## src/rtl/regfile_pkg.sv

```systemverilog
// Shared types and default sizing for the N-read-port register file.
// Latency: n/a (declarations only).
// Backpressure: n/a.
package regfile_pkg;

    typedef enum logic {
        ST_CLEAR = 1'b0,
        ST_RUN   = 1'b1
    } rf_state_t;

    localparam int RF_XLEN  = 32;
    localparam int RF_DEPTH = 32;
    localparam int RF_NRD   = 2;

endpackage

```

## src/rtl/regfile_rd_port.sv

```systemverilog
// One read port: range check, zero-forcing (entry 0, out of range, clearing), optional bypass.
// Latency: combinational, zero cycles from address to data.
// Backpressure: none; always produces a value. Bypass selected by REGFILE_NPORT_BYPASS_EN.
module regfile_rd_port #(
    parameter int XLEN  = 32,
    parameter int DEPTH = 32,
    parameter int AW    = 5
) (
    input  logic [AW-1:0]   ra_i,
    input  logic [XLEN-1:0] word_i,
    input  logic            clear_i,
    input  logic            wr_acc_i,
    input  logic [AW-1:0]   wa_i,
    input  logic [XLEN-1:0] wd_i,
    output logic [XLEN-1:0] rd_o
);

    localparam logic [AW:0] DEPTH_W = (AW + 1)'(DEPTH);

    logic ra_valid;
    assign ra_valid = !clear_i && (ra_i != '0) && ({1'b0, ra_i} < DEPTH_W);

`ifdef REGFILE_NPORT_BYPASS_EN
    // Forward an accepted same-cycle write to this port, else return stored word
    always_comb begin
        rd_o = '0;
        if (ra_valid) begin
            if (wr_acc_i && (wa_i == ra_i)) begin
                rd_o = wd_i;
            end else begin
                rd_o = word_i;
            end
        end
    end
`else
    // Write-port signals only feed the forwarding mux, absent in this build
    logic unused_wr;
    assign unused_wr = ^{wr_acc_i, wa_i, wd_i};

    // Stored contents only, zero-forced outside the readable range
    always_comb begin
        rd_o = '0;
        if (ra_valid) begin
            rd_o = word_i;
        end
    end
`endif

endmodule

```

## src/rtl/regfile_nport.sv

```systemverilog
// Register file: DEPTH x XLEN, NRD async read ports, one sync write port, entry 0 = 0, post-reset clear.
// Latency: reads combinational; writes visible next cycle (same cycle with REGFILE_NPORT_BYPASS_EN).
// Backpressure: writes during clear or out of range are dropped and flagged by a one-cycle wr_err.
module regfile_nport
    import regfile_pkg::*;
#(
    parameter int XLEN  = RF_XLEN,
    parameter int DEPTH = RF_DEPTH,
    parameter int NRD   = RF_NRD,
    localparam int AW   = $clog2(DEPTH)
) (
    input  logic                clk,
    input  logic                rst,
    input  logic                we,
    input  logic [AW-1:0]       wa,
    input  logic [XLEN-1:0]     wd,
    input  logic [NRD*AW-1:0]   ra,
    output logic [NRD*XLEN-1:0] rd,
    output logic                ready,
    output logic                wr_err
);

    localparam logic [AW:0]   DEPTH_W  = (AW + 1)'(DEPTH);
    localparam logic [AW-1:0] PTR_LAST = AW'(DEPTH - 1);

    rf_state_t       state_q;
    logic [AW-1:0]   ptr_q;
    logic            ready_q;
    logic            wr_err_q;
    logic [XLEN-1:0] mem_q [DEPTH];

    logic wa_in_range;
    logic wr_acc;
    logic wr_rej;
    logic clearing;

    assign clearing    = (state_q == ST_CLEAR);
    assign wa_in_range = ({1'b0, wa} < DEPTH_W);
    // Writes to entry 0 in RUN are neither accepted nor flagged
    assign wr_acc      = we && !clearing && (wa != '0) && wa_in_range;
    assign wr_rej      = we && (clearing || !wa_in_range);

    // Clear sequencer with registered ready and write-error pulse
    always_ff @(posedge clk) begin
        if (rst) begin
            state_q  <= ST_CLEAR;
            ptr_q    <= '0;
            ready_q  <= 1'b0;
            wr_err_q <= 1'b0;
        end else begin
            wr_err_q <= wr_rej;
            case (state_q)
                ST_CLEAR: begin
                    if (ptr_q == PTR_LAST) begin
                        state_q <= ST_RUN;
                        ready_q <= 1'b1;
                        ptr_q   <= '0;
                    end else begin
                        ptr_q <= ptr_q + 1'b1;
                    end
                end
                ST_RUN: begin
                    ready_q <= 1'b1;
                end
                default: begin
                    state_q <= ST_CLEAR;
                    ready_q <= 1'b0;
                end
            endcase
        end
    end

    // Storage: zeroed one entry per cycle while clearing, then normal writes
    always_ff @(posedge clk) begin
        if (!rst) begin
            if (clearing) begin
                mem_q[ptr_q] <= '0;
            end else if (wr_acc) begin
                mem_q[wa] <= wd;
            end
        end
    end

    assign ready  = ready_q;
    assign wr_err = wr_err_q;

    for (genvar k = 0; k < NRD; k++) begin : g_rd
        logic [AW-1:0] ra_k;
        assign ra_k = ra[k*AW +: AW];

        regfile_rd_port #(
            .XLEN  (XLEN),
            .DEPTH (DEPTH),
            .AW    (AW)
        ) u_rd_port (
            .ra_i     (ra_k),
            .word_i   (mem_q[ra_k]),
            .clear_i  (clearing),
            .wr_acc_i (wr_acc),
            .wa_i     (wa),
            .wd_i     (wd),
            .rd_o     (rd[k*XLEN +: XLEN])
        );
    end

endmodule
```

## config.mk

```make
export PLATFORM = sky130hd
export DESIGN_NAME = regfile_nport
export DESIGN_NICKNAME = d
export VERILOG_FILES = /design/src/rtl/regfile_pkg.sv /design/src/rtl/regfile_rd_port.sv /design/src/rtl/regfile_nport.sv
export SDC_FILE = /design/constraint.sdc
export NUM_CORES = 1
export LEC_CHECK = 0
export CAP_MARGIN = 20
export CORE_MARGIN = 8
export CORE_UTILIZATION = 35
export DETAILED_ROUTE_END_ITERATION = 6
export GPL_ROUTABILITY_DRIVEN = 0
export GPL_TIMING_DRIVEN = 0
export PLACE_DENSITY = 0.55
export SYNTH_ARGS = -nofsm -noshare
export SYNTH_HDL_FRONTEND = slang
export SYNTH_SLANG_ARGS = --single-unit
```

## constraint.sdc

```tcl
create_clock -name clk -period 7.1 [get_ports clk]
set_input_delay 1.42 -clock clk [delete_from_list [all_inputs] [get_ports clk]]
set_output_delay 1.42 -clock clk [all_outputs]
set_load 0.01 [all_outputs]
```

==> flow_summary_export.csv <==
group,metric,value,unit
logic_synthesis,netlist.area_leader.share,63.6,%
grt,grt_first_pass_wirelength,247,mm
critical_path,rrSetupSlack,2.93,ns
timing,worst-slew-pin-transition,1.28,ns
floorplanning,coreArea,137000,um2
placed_design,place_ws,-0.322,ns
timing,period_needed,7.22,ns
timing,maxSlewViolCount,0,
grt,grt_overflow,0,
logic_synthesis,ys_top_cells_by_count,"1,024 x edfxtp_1, 380 x mux4_2, 360 x mux2i_1",
pwr,pwr_density_cell,233,nW/um2
clock_tree,htreeDepth,3,
logic_synthesis,synth_area,48400,um2
clock_tree,cts_tree,"built",
clock_tree,clkLatencyLatePin,0.72,ns
clock_tree,cts_buffers,109,
critical_path,worstPathArrival,5.80,ns
timing,finClkSkew,0.0289,ns
clock_tree,cts_root_buffer,"clkbuf_16",
timing,final-setup-viol-count,2,
pwr,switchingPower,0.00305,W
floorplanning,die_w,388,um
finish,fin_cells,4853,
clock_tree,holdBufCountCts,0,
logic_synthesis,synth_cell_types,46,
drt,final_antenna_net_count,0,
pwr,seq_power_share,49.5,%
drt,drc,0,
drt,viasPerCell,6.29,
timing,rsz0062_at_grt,"false",
logic_synthesis,synth_edf_count,1024,
pwr,leakagePower,20.8,nW
critical_path,worstPathRequired,5.68,ns
timing,hold_viol,0,
placed_design,port_buffers,110,
hold_path,min_path_type,"flip-flop to flip-flop",
drt,first_iter_violations,3960,
grt,grt_max_degree,33,
critical_path,crit_fanout,10,
drt,wirelength,179,mm
placed_design,dpl.cell_count,4622,
critical_path,end_kind,"primary output",
grt,antenna_found_initial,8,
flow_run,drv_cap,0,
critical_path,startpoint_type,"primary input",
logic_synthesis,avgSynthCellArea,18.8,um2
finish,diodes,0,
finish,nets,3021,
logic_synthesis,seq_area_frac_synth,63.9,%
clock_tree,cts_num_sinks,1032,
grt,grt_usage,23.0,%
timing,tns,-0.161,ns
logic_synthesis,yosysWarningCount,0,
logic_synthesis,synth_cells,2577,
clock_tree,clk_pin_slew_worst_paths,0.06,ns
drt,wl_per_cell,36.9,um
finish,fillerInstances,11903,
pwr,p_clk_share,43.6,%
outcome,violations,"setup timing",
floorplanning,start_util,35.2,%
timing,timing.final.ws_setup,-0.120,ns
logic_synthesis,synthArstFlopShare,0,%
pwr,p_int,0.0104,W
critical_path,path_class,"primary input to primary output",
timing,post-route-period-util,102,%
floorplanning,die_h,388,um
outcome,status,"finished, violations left",
finish,area_growth,19.4,%
finish,drive_gt1_share,31.0,%
timing,max_freq,139,MHz
logic_synthesis,synth_area_leaders,"edfxtp_1 64%, mux4_2 18%, mux2i_1 7.5%",
pwr,swShare,22.7,%
floorplanning,fp.dieArea,150000,um2
grt,grt_pass1_vias,31146,
placed_design,placed_area,53400,um2
drt,num_vias,30504,
floorplanning,num_rows,136,
timing,maxSlewHeadroom,13.9,%
logic_synthesis,synth_ff_type,"edfxtp_1",
clock_tree,cts_setup_buffers,0,
logic_synthesis,synth_top_area_cell,"edfxtp_1",
placed_design,place_hpwl,131,mm
finish,stdcell_area,57700,um2
pwr,ir_drop,0.195,mV
pwr,comb_power_share,6.9,%
floorplanning,io_pins,116,
logic_synthesis,yosys_register_bits,1032,
logic_synthesis,synth_nets,2629,
clock_tree,cts_buffer_depth,3,
logic_synthesis,yosysMostFrequentCell,"edfxtp_1",
drt,drt_pass1_iterations,5,
[sequential cells by signal, indices dropped and copies added (netlist names)]
| name | cells |
|---|---|
| wr_err | 1 |
| mem_q | 1024 |
| state_q | 1 |
| ptr_q | 5 |
| ready | 1 |
[power by group through the flow]
| stage | logic, W | registers (W) | clock network (W) |
|---|---|---|---|
| after global routing | 0.000948 | 0.00665 | 0.00613 |
| after floorplan | 0.000522 | 0.00678 | 0 |
| after global placement | 0.000884 | 0.00678 | 0 |
| final | 0.000930 | 0.00665 | 0.00585 |
| after CTS | 0.000920 | 0.00665 | 0.00591 |
| after detailed placement | 0.000917 | 0.00678 | 0 |
[metrics by stage]
| step | total power, W | hold WS (ns) | utilization [%] |
|---|---|---|---|
| final | 0.0134 | 0.484 | 42.1 |
| after global routing | 0.0137 | 0.512 | 42.1 |
| after global placement | 0.00767 | 0.482 | 37.6 |
| after CTS | 0.0135 | 0.491 | 41.6 |
| after detailed placement | 0.00770 | 0.477 | 38.9 |
| after floorplan | 0.00730 | 0.492 | - |
[per-layer routing]
layer / wire (um) / vias to the layer above / track usage (%)
li1: - / 11865 / -
met1: 70400 / 16329 / 30.9
met2: 81000 / 1938 / 35.5
met3: 17800 / 370 / 5.25
met4: 10100 / 2 / 11.0
met5: 17 / - / 0
[worst paths after layout]
kind | endpoint | from | depth (start not counted)
max | rd[34] | ra[7] | 9
min | ready | ready | 2
max reg2reg | mem_q[23][29] | state_q | 12
min reg2reg | ready | ready | 2
[area by class of cell]
| type | instances | area, um2 | area share, % |
|---|---|---|---|
| Buffer | 208 | 1010 | 1.76 |
| Clock buffer | 132 | 2910 | 5.04 |
| Clock inverter | 69 | 714 | 1.24 |
| Inverter | 4 | 15.0 | 0.0260 |
| Multi-Input combinational cell | 1333 | 16600 | 28.8 |
| Sequential cell | 1032 | 30900 | 53.5 |
| Tap cell | 1794 | 2240 | 3.89 |
| Timing Repair Buffer | 281 | 3320 | 5.74 |
[cell families after synthesis]
group	share of synthesized area [%]
flops	63.9
compound gates	5.01
simple gates	2.55
fa+ha+maj	0.0517
mux	26.3
buf+inv	2.11
[critical path, stage by stage]
cell             delay, ns
clkdlybuf4s50_1       0.67
buf_2                 0.44
buf_4                 0.35
nor2_2                0.19
nand2_1               0.12
o21ai_1               0.22
clkbuf_1              0.46
a211oi_1              1.15
clkdlybuf4s50_1       0.74
[timing repair]
item	in CTS	in global routing
resized for setup	7	4
pin swaps	0	0
endpoints found under the setup margin	11	14
[layout by cell type, fill, tap and decap left out, types with 14 or more instances in the layout]
| cell | instances |
|---|---|
| mux2_2 | 51 |
| bufinv_16 | 14 |
| a22oi_1 | 19 |
| buf_6 | 81 |
| o22a_1 | 23 |
| a211oi_1 | 29 |
| buf_4 | 65 |
| buf_8 | 21 |
| clkbuf_1 | 98 |
| nor3_2 | 20 |
| clkdlybuf4s50_1 | 110 |
| a21oi_1 | 56 |
| nand3_1 | 54 |
| clkinv_2 | 26 |
| nand2_1 | 72 |
| buf_2 | 91 |
| clkinv_1 | 18 |
| clkbuf_16 | 121 |
| a221oi_2 | 23 |
| edfxtp_1 | 1024 |
| o221ai_1 | 87 |
| mux2i_1 | 360 |
| mux4_2 | 380 |
| and2_1 | 35 |
| a2bb2oi_1 | 32 |
(Power assumes the default switching activity.)
